<file path="src/rtl/dtc_pkg.sv">
// Shared decision-tree classifier constants and the vote accumulator state type.
package dtc_pkg;
    localparam int DTC_W = 8;

    typedef enum logic {ACCUM, HOLD} vote_st_t;
endpackage

</file>
<file path="src/rtl/dtc_bit_counter.sv">
// Per-bit ones counter for the vote window; exposes the post-increment value so the
// window-closing sample can be folded into the vote in the same cycle.
module dtc_bit_counter #(
    parameter int CNT_W = 5
) (
    input  logic             clk,
    input  logic             rst_n,
    input  logic             clr,
    input  logic             inc,
    output logic [CNT_W-1:0] cnt_next
);
    logic [CNT_W-1:0] cnt;

    assign cnt_next = cnt + CNT_W'(inc);

    always_ff @(posedge clk) begin
        if (!rst_n) begin
            cnt <= '0;
        end else if (clr) begin
            cnt <= '0;
        end else begin
            cnt <= cnt_next;
        end
    end
endmodule

</file>
<file path="src/rtl/dtc_vote_accum.sv">
// Windowed per-bit strict-majority vote over classifier prediction words.
// Accumulates WINDOW accepted samples, then holds the registered vote until taken.
module dtc_vote_accum
    import dtc_pkg::*;
#(
    parameter  int W      = DTC_W,
    parameter  int WINDOW = 16,
    localparam int CNT_W  = $clog2(WINDOW + 1)
) (
    input  logic             clk,
    input  logic             rst_n,
    input  logic             clear,
    input  logic             in_valid,
    output logic             in_ready,
    input  logic [W-1:0]     in_pred,
    output logic             out_valid,
    input  logic             out_ready,
    output logic [W-1:0]     out_vote,
    output logic [CNT_W-1:0] out_ones
);
    localparam logic [CNT_W-1:0] NS_LAST = CNT_W'(WINDOW - 1);
    localparam logic [CNT_W+1:0] WIN_X   = (CNT_W + 2)'(WINDOW);

    vote_st_t         state;
    vote_st_t         state_next;
    logic [CNT_W-1:0] nsamp;
    logic [CNT_W-1:0] nxt [W];
    logic [W-1:0]     vote_next;
    logic             in_xfer;
    logic             out_xfer;
    logic             last;
    logic             cnt_clr;

    // Doubling keeps the strict-majority test exact for odd WINDOW; ties vote 0.
    function automatic logic majority(input logic [CNT_W-1:0] c);
        return {1'b0, c, 1'b0} > WIN_X;
    endfunction

    assign in_xfer  = in_valid && in_ready && !clear;
    assign out_xfer = out_valid && out_ready && !clear;
    assign last     = in_xfer && (nsamp == NS_LAST);
    assign cnt_clr  = clear || out_xfer;

    for (genvar i = 0; i < W; i++) begin : g_bit
        dtc_bit_counter #(.CNT_W(CNT_W)) u_cnt (
            .clk      (clk),
            .rst_n    (rst_n),
            .clr      (cnt_clr),
            .inc      (in_xfer && in_pred[i]),
            .cnt_next (nxt[i])
        );
    end

    always_comb begin
        vote_next = '0;
        for (int i = 0; i < W; i++) begin
            vote_next[i] = majority(nxt[i]);
        end
    end

    always_comb begin
        state_next = state;
        in_ready   = 1'b0;
        out_valid  = 1'b0;
        case (state)
            ACCUM: begin
                in_ready = 1'b1;
                if (last) state_next = HOLD;
            end
            HOLD: begin
                out_valid = 1'b1;
                if (out_ready) state_next = ACCUM;
            end
            default: state_next = ACCUM;
        endcase
        if (clear) state_next = ACCUM;
    end

    always_ff @(posedge clk) begin
        if (!rst_n) begin
            state <= ACCUM;
        end else begin
            state <= state_next;
        end
    end

    always_ff @(posedge clk) begin
        if (!rst_n) begin
            nsamp <= '0;
        end else if (cnt_clr) begin
            nsamp <= '0;
        end else if (in_xfer) begin
            nsamp <= nsamp + CNT_W'(1);
        end
    end

    // Vote registers update only on the window-closing transfer; clear leaves them alone.
    always_ff @(posedge clk) begin
        if (!rst_n) begin
            out_vote <= '0;
            out_ones <= '0;
        end else if (last) begin
            out_vote <= vote_next;
            out_ones <= nxt[0];
        end
    end
endmodule

</file>
<file path="config.mk">
export PLATFORM = sky130hd
export DESIGN_NAME = dtc_vote_accum
export DESIGN_NICKNAME = d
export VERILOG_FILES = /design/src/rtl/dtc_pkg.sv /design/src/rtl/dtc_bit_counter.sv /design/src/rtl/dtc_vote_accum.sv
export SDC_FILE = /design/constraint.sdc
export NUM_CORES = 1
export LEC_CHECK = 0
export CAP_MARGIN = 10
export CORE_MARGIN = 2
export CORE_UTILIZATION = 41
export CTS_CLUSTER_SIZE = 12
export DETAILED_ROUTE_END_ITERATION = 10
export GPL_ROUTABILITY_DRIVEN = 0
export PLACE_DENSITY = 0.74
export SYNTH_ARGS = -nofsm -noshare
export SYNTH_HDL_FRONTEND = slang
export SYNTH_SLANG_ARGS = --single-unit
</file>
<file path="constraint.sdc">
create_clock -name clk -period 2.2 [get_ports clk]
set_input_delay 0.44 -clock clk [delete_from_list [all_inputs] [get_ports clk]]
set_output_delay 0.44 -clock clk [all_outputs]
set_load 0.01 [all_outputs]
</file>
=== Word level (Yosys, flattened, before mapping) ===
Cells that the tools add are included.

* Equal/unequal tests: 1
* Divide/modulo/power cells: 0
* Multiplexer cells: 5
* Magnitude comparators: 8
* Reductions and logical operators: 17
* Bitwise operators: 2
* $mul: 0
* Shift-type cells: 0
* Add/subtract/negate cells: 9

{| class="wikitable"
|+ Operator list
! cell !! number
|-
| > comparator 6 x 5 -> 1 bit, second input constant || 8
|-
| adder 5 x 1 -> 5 bit || 8
|-
| logical AND 1 bit || 13
|-
| adder 5 x 1 -> 5 bit, second input constant || 1
|-
| equality test 5 x 4 -> 1 bit, second input constant || 1
|-
| two-way mux 1 bit || 4
|-
| OR reduction 2 bit || 2
|-
| NOT 1 bit || 2
|-
| case mux 1 bit (2 select lines) || 1
|-
| logical NOT 1 bit || 1
|-
| logical OR 1 bit || 1
|}

* Memories kept: 0
* Memory bits (writable): 0
* Bits in read-only memories: 0
* Bits in registers: 59
* Latch bits: 0
* Word-level logic and storage cells: 54

=== Longest topological paths before layout ===
Gate-level depths: netlist of run 1.

* Word-level depth: 6
* Depth in mapped cells: 9

=== By module ===
Synthesis of run 1 repeated with hierarchy kept, for this count alone.

* Cell total of the unflattened synthesis: 273
* Area total of the unflattened synthesis: 2984.1 µm²

{| class="wikitable"
|+ By module, submodules not included
! module !! times used !! cells an instance !! area each (µm²)
|-
| dtc_bit_counter || 8 || 21 || 244.0
|-
| dtc_vote_accum || 1 || 105 || 1032.2
|}

=== Least setup slack after synthesis of run 1 ===
Ideal clock, no wire load.

* Kind: input-to-reg
* Start: input port in_valid
* End: register out_vote[0]
* Setup slack: 97 ps
* Buffers on the path: 1
* Arrival time: 1984 ps
* Stages: 9
* Library setup time: 119 ps
* Data required time: 2081 ps
* Cells stage by stage: nor3b_4 -> clkbuf_1 -> and2_1 -> ha_1 -> ha_1 -> nand3_1 -> xor2_1 -> nand2_1 -> o221a_2

* Word-level cells in the longest chain between the ends: 5

{| class="wikitable"
|+ RTL lines
! element !! RTL line !! source
|-
| start, declared || dtc_vote_accum.sv:13 || <nowiki>input logic in_valid,</nowiki>
|-
| logical AND 1 bit (*) (2 in series) || dtc_vote_accum.sv:39 || <nowiki>assign in_xfer = in_valid && in_ready && !clear;</nowiki>
|-
| logical AND 1 bit || dtc_vote_accum.sv:49 || <nowiki>.inc (in_xfer && in_pred[i]),</nowiki>
|-
| adder 5 x 1 -> 5 bit || dtc_bit_counter.sv:14 || <nowiki>assign cnt_next = cnt + CNT_W'(inc);</nowiki>
|-
| > comparator 6 x 5 -> 1 bit || dtc_vote_accum.sv:36 || <nowiki>return {1'b0, c, 1'b0} > WIN_X;</nowiki>
|-
| end signal, assigned || dtc_vote_accum.sv:103 || <nowiki>out_vote <= vote_next;</nowiki>
|-
| end, declared || dtc_vote_accum.sv:18 || <nowiki>output logic [W-1:0] out_vote,</nowiki>
|}

Mark *: on every way between the ends. The rest lies on a longest branch, timed or not.
A chain may end at the register's enable or synchronous reset.

=== Worst setup path in the final report of run 1 ===
* Start: input port clear
* End: register out_vote[1]

* Word-level cells in the longest chain between the ends: 5

{| class="wikitable"
|+ RTL lines
! element !! RTL line !! source
|-
| start, declared || dtc_vote_accum.sv:12 || <nowiki>input logic clear,</nowiki>
|-
| logical NOT 1 bit (*) || dtc_vote_accum.sv:39 ||
|-
| logical AND 1 bit (*) || dtc_vote_accum.sv:39 ||
|-
| logical AND 1 bit || dtc_vote_accum.sv:49 ||
|-
| adder 5 x 1 -> 5 bit || dtc_bit_counter.sv:14 ||
|-
| > comparator 6 x 5 -> 1 bit || dtc_vote_accum.sv:36 ||
|}

Marked as above.

==> results.json, run 1 <==
{
  "cts_resized": 0,
  "critPathTopFamily": "buffers and inverters",
  "critical_path.max_stage_delay_ns": 0.52,
  "ys_seq_area_frac": 0.4861,
  "slew_headroom": 0.8033,
  "ant_nets": 0,
  "cp.arrival_ns": 2.30,
  "drive_above_1_share": 0.1395,
  "areaGrowthSynthToFinish_pct": 26.47,
  "via_count": 1720,
  "finalClockSkew_ns": 0.008084,
  "grt_first_pass_wirelength_mm": 7.010,
  "grt_max_degree": 27,
  "slowest_stage": "clkdlybuf4s50_1",
  "dieHeight_um": 80.99,
  "cts_root_buf": "clkbuf_8",
  "routed_wl_mm": 4.262,
  "maxCapViolCount": 0,
  "antenna_found_initial": 0,
  "cts_tree": "yes",
  "cts_max_level": 3,
  "yosys_warnings": 0,
  "min_path_type": "flip-flop to flip-flop",
  "nFillCells": 511,
  "port_buffers": 27,
  "clock_path_buffers": 2,
  "cp-start-kind": "input pin",
  "die_x_um": 80.99,
  "rows": 28,
  "grtUsageTotal": 0.1455,
  "end_kind": "flip-flop",
  "path_class": "input pin to flip-flop",
  "p_per_area_mw_per_mm2": 657.3,
  "crit_chain": "clkdlybuf4s50_1, nor3b_4, buf_4, and2_1, ha_1, ha_1, xor2_1, o31ai_1, a31oi_2",
  "wl_per_cell_um": 11.55,
  "peakVddDrop_v": 0.0002860,
  "timing.fmax_mhz": 476.5,
  "utilization": 0.5284,
  "synth_edf_count": 0,
  "core_mm2": 0.005816,
  "cellLeakagePower_nw": 1.327,
  "die-area_mm2": 0.006559,
  "antennaDiodeCount": 0,
  "outcome": "finished clean",
  "crit_path_max_fanout": 6,
  "drtPass1Iterations": 4,
  "async_flop_share": 0,
  "critPathBufInv": 2,
  "fin_crit_sh": 0.9540,
  "viasPerCell": 4.661,
  "period_needed_ns": 2.099,
  "cts_hold_buf": 0,
  "cp.required_ns": 2.40,
  "synth_area_mm2": 0.002430,
  "num-nets-final": 320,
  "synth_cell_type_count": 32,
  "placed_cell_area_mm2": 0.002900,
  "clkSlewWorstSetupHoldPaths_ns": 0.07,
  "drtIter0Drc": 35,
  "cts_setup_buffers": 0,
  "drc": 0,
  "hold_viol_final": 0,
  "maxSlewViolCount": 0,
  "grt_pass1_vias": 1577,
  "clock_latency_ns": 0.33,
  "syn_nets": 271,
  "io_pins": 28,
  "crit_top_cell": "ha_1",
  "cts.sinks": 59,
  "grt_setup_unrepaired": "no",
  "syn_avg_cell_area_um2": 10.12,
  "dp_hpwl_mm": 2.942,
  "synth_ff_type": "dfxtp_1",
  "cts_buffers": 9,
  "start_util": 0.4178,
  "gr-total-overflow": 0,
  "ys_ff_latch": 59,
  "setup_viol": 0,
  "design_area_mm2": 0.003073,
  "worstMarginPinSlew_ns": 0.2925,
  "syn_inst": 240
}
==> state kept, by name (all words and copies together), names as in the netlist <==
| signal | cells |
|---|---|
| nsamp | 5 |
| g_bit.u_cnt.cnt | 40 |
| out_ones | 5 |
| state | 1 |
| out_vote | 8 |
==> cell families (layout without fill, tap and decap cells) <==
family | after synthesis | count (layout) | synth area share
simple gates | 97 | 97 | 0.2060
flops | 59 | 59 | 0.4861
compound gates | 28 | 28 | 0.09063
mux | 1 | 1 | 0.004120
xor+xnor | 27 | 27 | 0.09732
buf+inv | 10 | 64 | 0.02317
fa+ha+maj | 18 | 18 | 0.09269
==> placed cells by master (no fill, tap or decap), types with 4 or more instances in the layout <==
cell             synthesis  routed
nor2_1                  24      24
o21ai_1                  4       4
xnor2_1                 13      13
a31oi_2                  4       4
nand2_1                 17      17
buf_4                    1      18
clkdlybuf4s50_1          0      27
xor2_1                  14      14
nand3_1                 16      16
clkbuf_8                 0      11
ha_1                    18      18
and2_1                  34      34
dfxtp_1                 59      59
==> synthesized netlist by cell type (all sizes together) (2+ instances only) <==
library cell,instances,share of area
inv,2,0.0031
xnor2,13,0.047
nor2,24,0.037
a21boi,2,0.0062
nand3,16,0.033
nand2,17,0.026
o211a,3,0.012
o21ai,7,0.018
dfxtp,59,0.49
clkbuf,3,0.0046
ha,18,0.093
xor2,14,0.050
buf,5,0.015
and2,35,0.091
a31oi,7,0.028
a21oi,3,0.0062
o31ai,3,0.0093
==> worst min-delay path, cell delays in order (launching register included) <==
cell	delay, ns
dfxtp_1	0.31
nand2_1	0.05
a21boi_1	0.05
==> through the flow <==
stage,power [mW],setup TNS [ns],hold slack [ns],instances,setup slack (ns)
final,2.020,0,0.4624,369,0.1013
after global routing,2.116,0,0.4877,369,0.008138
after CTS,2.053,0,0.4672,369,0.1219
after detailed placement,1.182,-2.844,0.4564,353,-0.2460
after global placement,1.181,-1.351,0.4452,353,-0.1587
after floorplan,1.140,0,0.4714,240,0.09738
==> area by class of cell <==
type,instances,area [um^2],area share
multi-input combinational,171,1192,0.3880
sequential,59,1181,0.3844
timing repair buffer,46,425.4,0.1384
clock buffer,14,162.7,0.05293
tap,75,93.84,0.03054
clock inverter,2,10.01,0.003257
inverter,2,7.507,0.002443
==> power by group <==
part           internal, mW  switching [mW]
clock                 0.468           0.394
combinational        0.0426          0.0397
sequential             1.07         0.00226
==> worst paths after layout <==
kind / startpoint / endpoint / slack [ns] / cells past startpoint
worst max-delay path: clear / out_vote[1] / 0.10 / 9
worst min-delay path: out_ones[1] / out_ones[1] / 0.46 / 2
worst max register to register: state / out_vote[1] / 0.27 / 8
worst min register to register: out_ones[1] / out_ones[1] / 0.46 / 2
==> per-layer routing <==
metal,GRT usage,wire (um),part of all wire
met2,0.2174,1847,0.43
met1,0.1824,2147,0.50
met3,0.05111,182,0.043
met5,0,0,0
met4,0.08136,85,0.020
Power figures use the tool's default switching activity.
==> run 2: changes to the inputs <==
--- a/config.mk
+++ b/config.mk
@@ -11,7 +11,10 @@
 export CTS_CLUSTER_SIZE = 12
 export DETAILED_ROUTE_END_ITERATION = 10
 export GPL_ROUTABILITY_DRIVEN = 0
+export MAX_ROUTING_LAYER = met4
 export PLACE_DENSITY = 0.74
+export SETUP_SLACK_MARGIN = 0.4
+export SLEW_MARGIN = 20
 export SYNTH_ARGS = -nofsm -noshare
 export SYNTH_HDL_FRONTEND = slang
 export SYNTH_SLANG_ARGS = --single-unit
==> run 2 against run 1 <==
  * Clock power up 3.7%
  * Non-clock buffer count up 1
  * Combinational power up 27%
  * Global-route usage up 2.2 points
  * Sequential share of layout area down 4.7 points
  * Utilization up 7.5 points
  * Cell count unchanged
  * Setup slack better by 0.29 ns
  * Maximum frequency up 16%
  * Sequential cell count unchanged
  * Count of clock-buffer cells in the layout down 1
==> results.json, run 2 (synthesis gave the netlist of run 1 again) <==
{
  "rows": 28,
  "cp.arrival_ns": 2.02,
  "most-common-layout-cells": "58 x dfxtp_1, 28 x and2_1, 23 x clkdlybuf4s50_1, 22 x nor2_1, 17 x nand2_1",
  "cts.sinks": 59,
  "grtUsageTotal": 0.1671,
  "multiInputGateArea_mm2": 0.001597,
  "areaGrowthSynthToFinish_pct": 44.39,
  "largest_reg_flops": 40,
  "p_seq_frac": 0.519,
  "slew_headroom": 0.7356,
  "p_per_area_mw_per_mm2": 591.5,
  "clock_latency_ns": 0.33,
  "grt_setup_unrepaired": "yes",
  "cellLeakagePower_nw": 1.348,
  "place_ws_ns": -0.1898,
  "p_sw_frac": 0.2184,
  "ff_latch_area_mm2": 0.001182,
  "period_needed_ns": 1.811,
  "die_x_um": 80.99,
  "comb_power_share": 0.050,
  "gr-total-overflow": 0,
  "drtIter0Drc": 59,
  "timing.fmax_mhz": 552.3,
  "utilization": 0.6033,
  "use_met1": 0.1824,
  "drive_above_1_share": 0.3129,
  "crit_path_max_fanout": 6,
  "clock_power_share": 0.431,
  "largest_register": "g_bit.u_cnt.cnt",
  "setup_viol": 0,
  "cp.required_ns": 2.41,
  "via_count": 1811,
  "cp-start-kind": "input pin",
  "top_usage_layer": "met2",
  "drc": 0,
  "wl_per_cell_um": 13.18,
  "fin_crit_sh": 0.8231,
  "cts_tree": "yes",
  "hold_viol_final": 0,
  "cts_max_level": 3,
  "end_kind": "flip-flop",
  "grt_pass1_vias": 1792,
  "min_path_type": "flip-flop to flip-flop",
  "maxSlewViolCount": 0,
  "critical_path.max_stage_delay_ns": 0.27,
  "grtUsageMet2": 0.2686,
  "peakVddDrop_v": 0.0003662,
  "finalClockSkew_ns": 0.003668,
  "cts_root_buf": "clkbuf_8",
  "path_class": "input pin to flip-flop",
  "cts_hold_buf": 0,
  "maxCapViolCount": 0,
  "num-nets-final": 321,
  "drtPass1Iterations": 4,
  "reg_top3": "g_bit.u_cnt.cnt (40), out_vote (8)",
  "final_common_cell": "dfxtp_1",
  "clock_path_buffers": 2,
  "routed_wl_mm": 4.863,
  "ant_nets": 0,
  "grt_first_pass_wirelength_mm": 7.879,
  "cts_buffers": 9,
  "start_util": 0.4178,
  "p_int_mw": 1.622,
  "nFillCells": 478,
  "slowest_stage": "nor3b_4",
  "dieHeight_um": 80.99,
  "worstMarginPinSlew_ns": 0.3966,
  "outcome": "finished clean",
  "grt_max_degree": 27,
  "power.switching_mw": 0.4533,
  "antenna_found_initial": 0,
  "port_buffers": 27,
  "crit_chain": "clkdlybuf4s15_1, nor3b_4, buf_6, buf_4, and2_4, ha_4, ha_4, o31ai_4, a31oi_2",
  "grt_util_met3": 0.05444,
  "viasPerCell": 4.908,
  "core_mm2": 0.005816,
  "io_pins": 28,
  "dp_hpwl_mm": 3.269,
  "setup_ws_ns": 0.3893,
  "antennaDiodeCount": 0,
  "clkSlewWorstSetupHoldPaths_ns": 0.06,
  "die-area_mm2": 0.006559,
  "crit_top_cell": "ha_4"
}
run 2: changes by cell type in the layout (fill, tap and decap cells not counted), sizes merged:
| cell | change |
|---|---|
| clkdlybuf4s50 | -4 |
| clkbuf | -1 |
| dlygate4sd2 | +3 |
| clkdlybuf4s15 | +1 |
| buf | +1 |
run 2: path summary, 6_finish.rpt:
path,start,slack (ns),depth (start not counted),endpoint
max,clear,0.39,9,out_vote[1]
min,out_ones[1],0.46,2,out_ones[1]
max reg2reg,state,0.39,8,out_vote[1]
min reg2reg,out_ones[1],0.46,2,out_ones[1]
run 2: layout make-up:
type / instances / share of cell area
clock buffers: 13 / 0.04815
clock inverters: 2 / 0.002853
inverters: 2 / 0.002140
multi-input cells: 171 / 0.4551
flip-flops and latches: 59 / 0.3370
well taps: 75 / 0.02675
repair buffers: 47 / 0.1280
run 2: critical path: cells and delay by family:
| family | cells | cell delay [ns] |
|---|---|---|
| buffers and inverters | 3 | 0.49 |
| adder cells (fa/ha/maj) | 2 | 0.34 |
| AND/OR/NAND/NOR | 2 | 0.40 |
| AO/OA/AOI/OAI | 2 | 0.34 |
run 2: what timing repair did:
item                                    CTS  global route
gates cloned                              0             0
gates resized for setup                  22            25
setup buffers                             1             1
pin swaps                                18            14
endpoints found under the setup margin   34            17
run 2: power groups by stage:
| stage | Clock, mW | Combinational [mW] | Sequential [mW] |
|---|---|---|---|
| after global placement | 0 | 0.0910 | 1.10 |
| after detailed placement | 0 | 0.0924 | 1.10 |
| after global routing | 0.966 | 0.115 | 1.08 |
| after CTS | 0.913 | 0.0971 | 1.08 |
| final | 0.894 | 0.104 | 1.08 |
| after floorplan | 0 | 0.0498 | 1.10 |
run 2: routing by layer:
metal / wire [um] / vias to the layer above
li1: - / 905
met1: 2090 / 863
met2: 2451 / 32
met3: 207 / 11
met4: 113 / 0
met5: 0 / -
run 2: metrics by stage:
stage | instances | TNS, ns | power (mW) | hold WS, ns | instance area (um^2)
floorplan | 240 | 0 | 1.149 | 0.4688 | 2606
global placement | 352 | -1.351 | 1.191 | 0.4453 | 3072
detailed placement | 352 | -2.678 | 1.192 | 0.4567 | 3072
CTS | 368 | 0 | 2.087 | 0.4654 | 3353
global route | 369 | 0 | 2.158 | 0.4862 | 3508
finish | 369 | 0 | 2.075 | 0.4611 | 3508
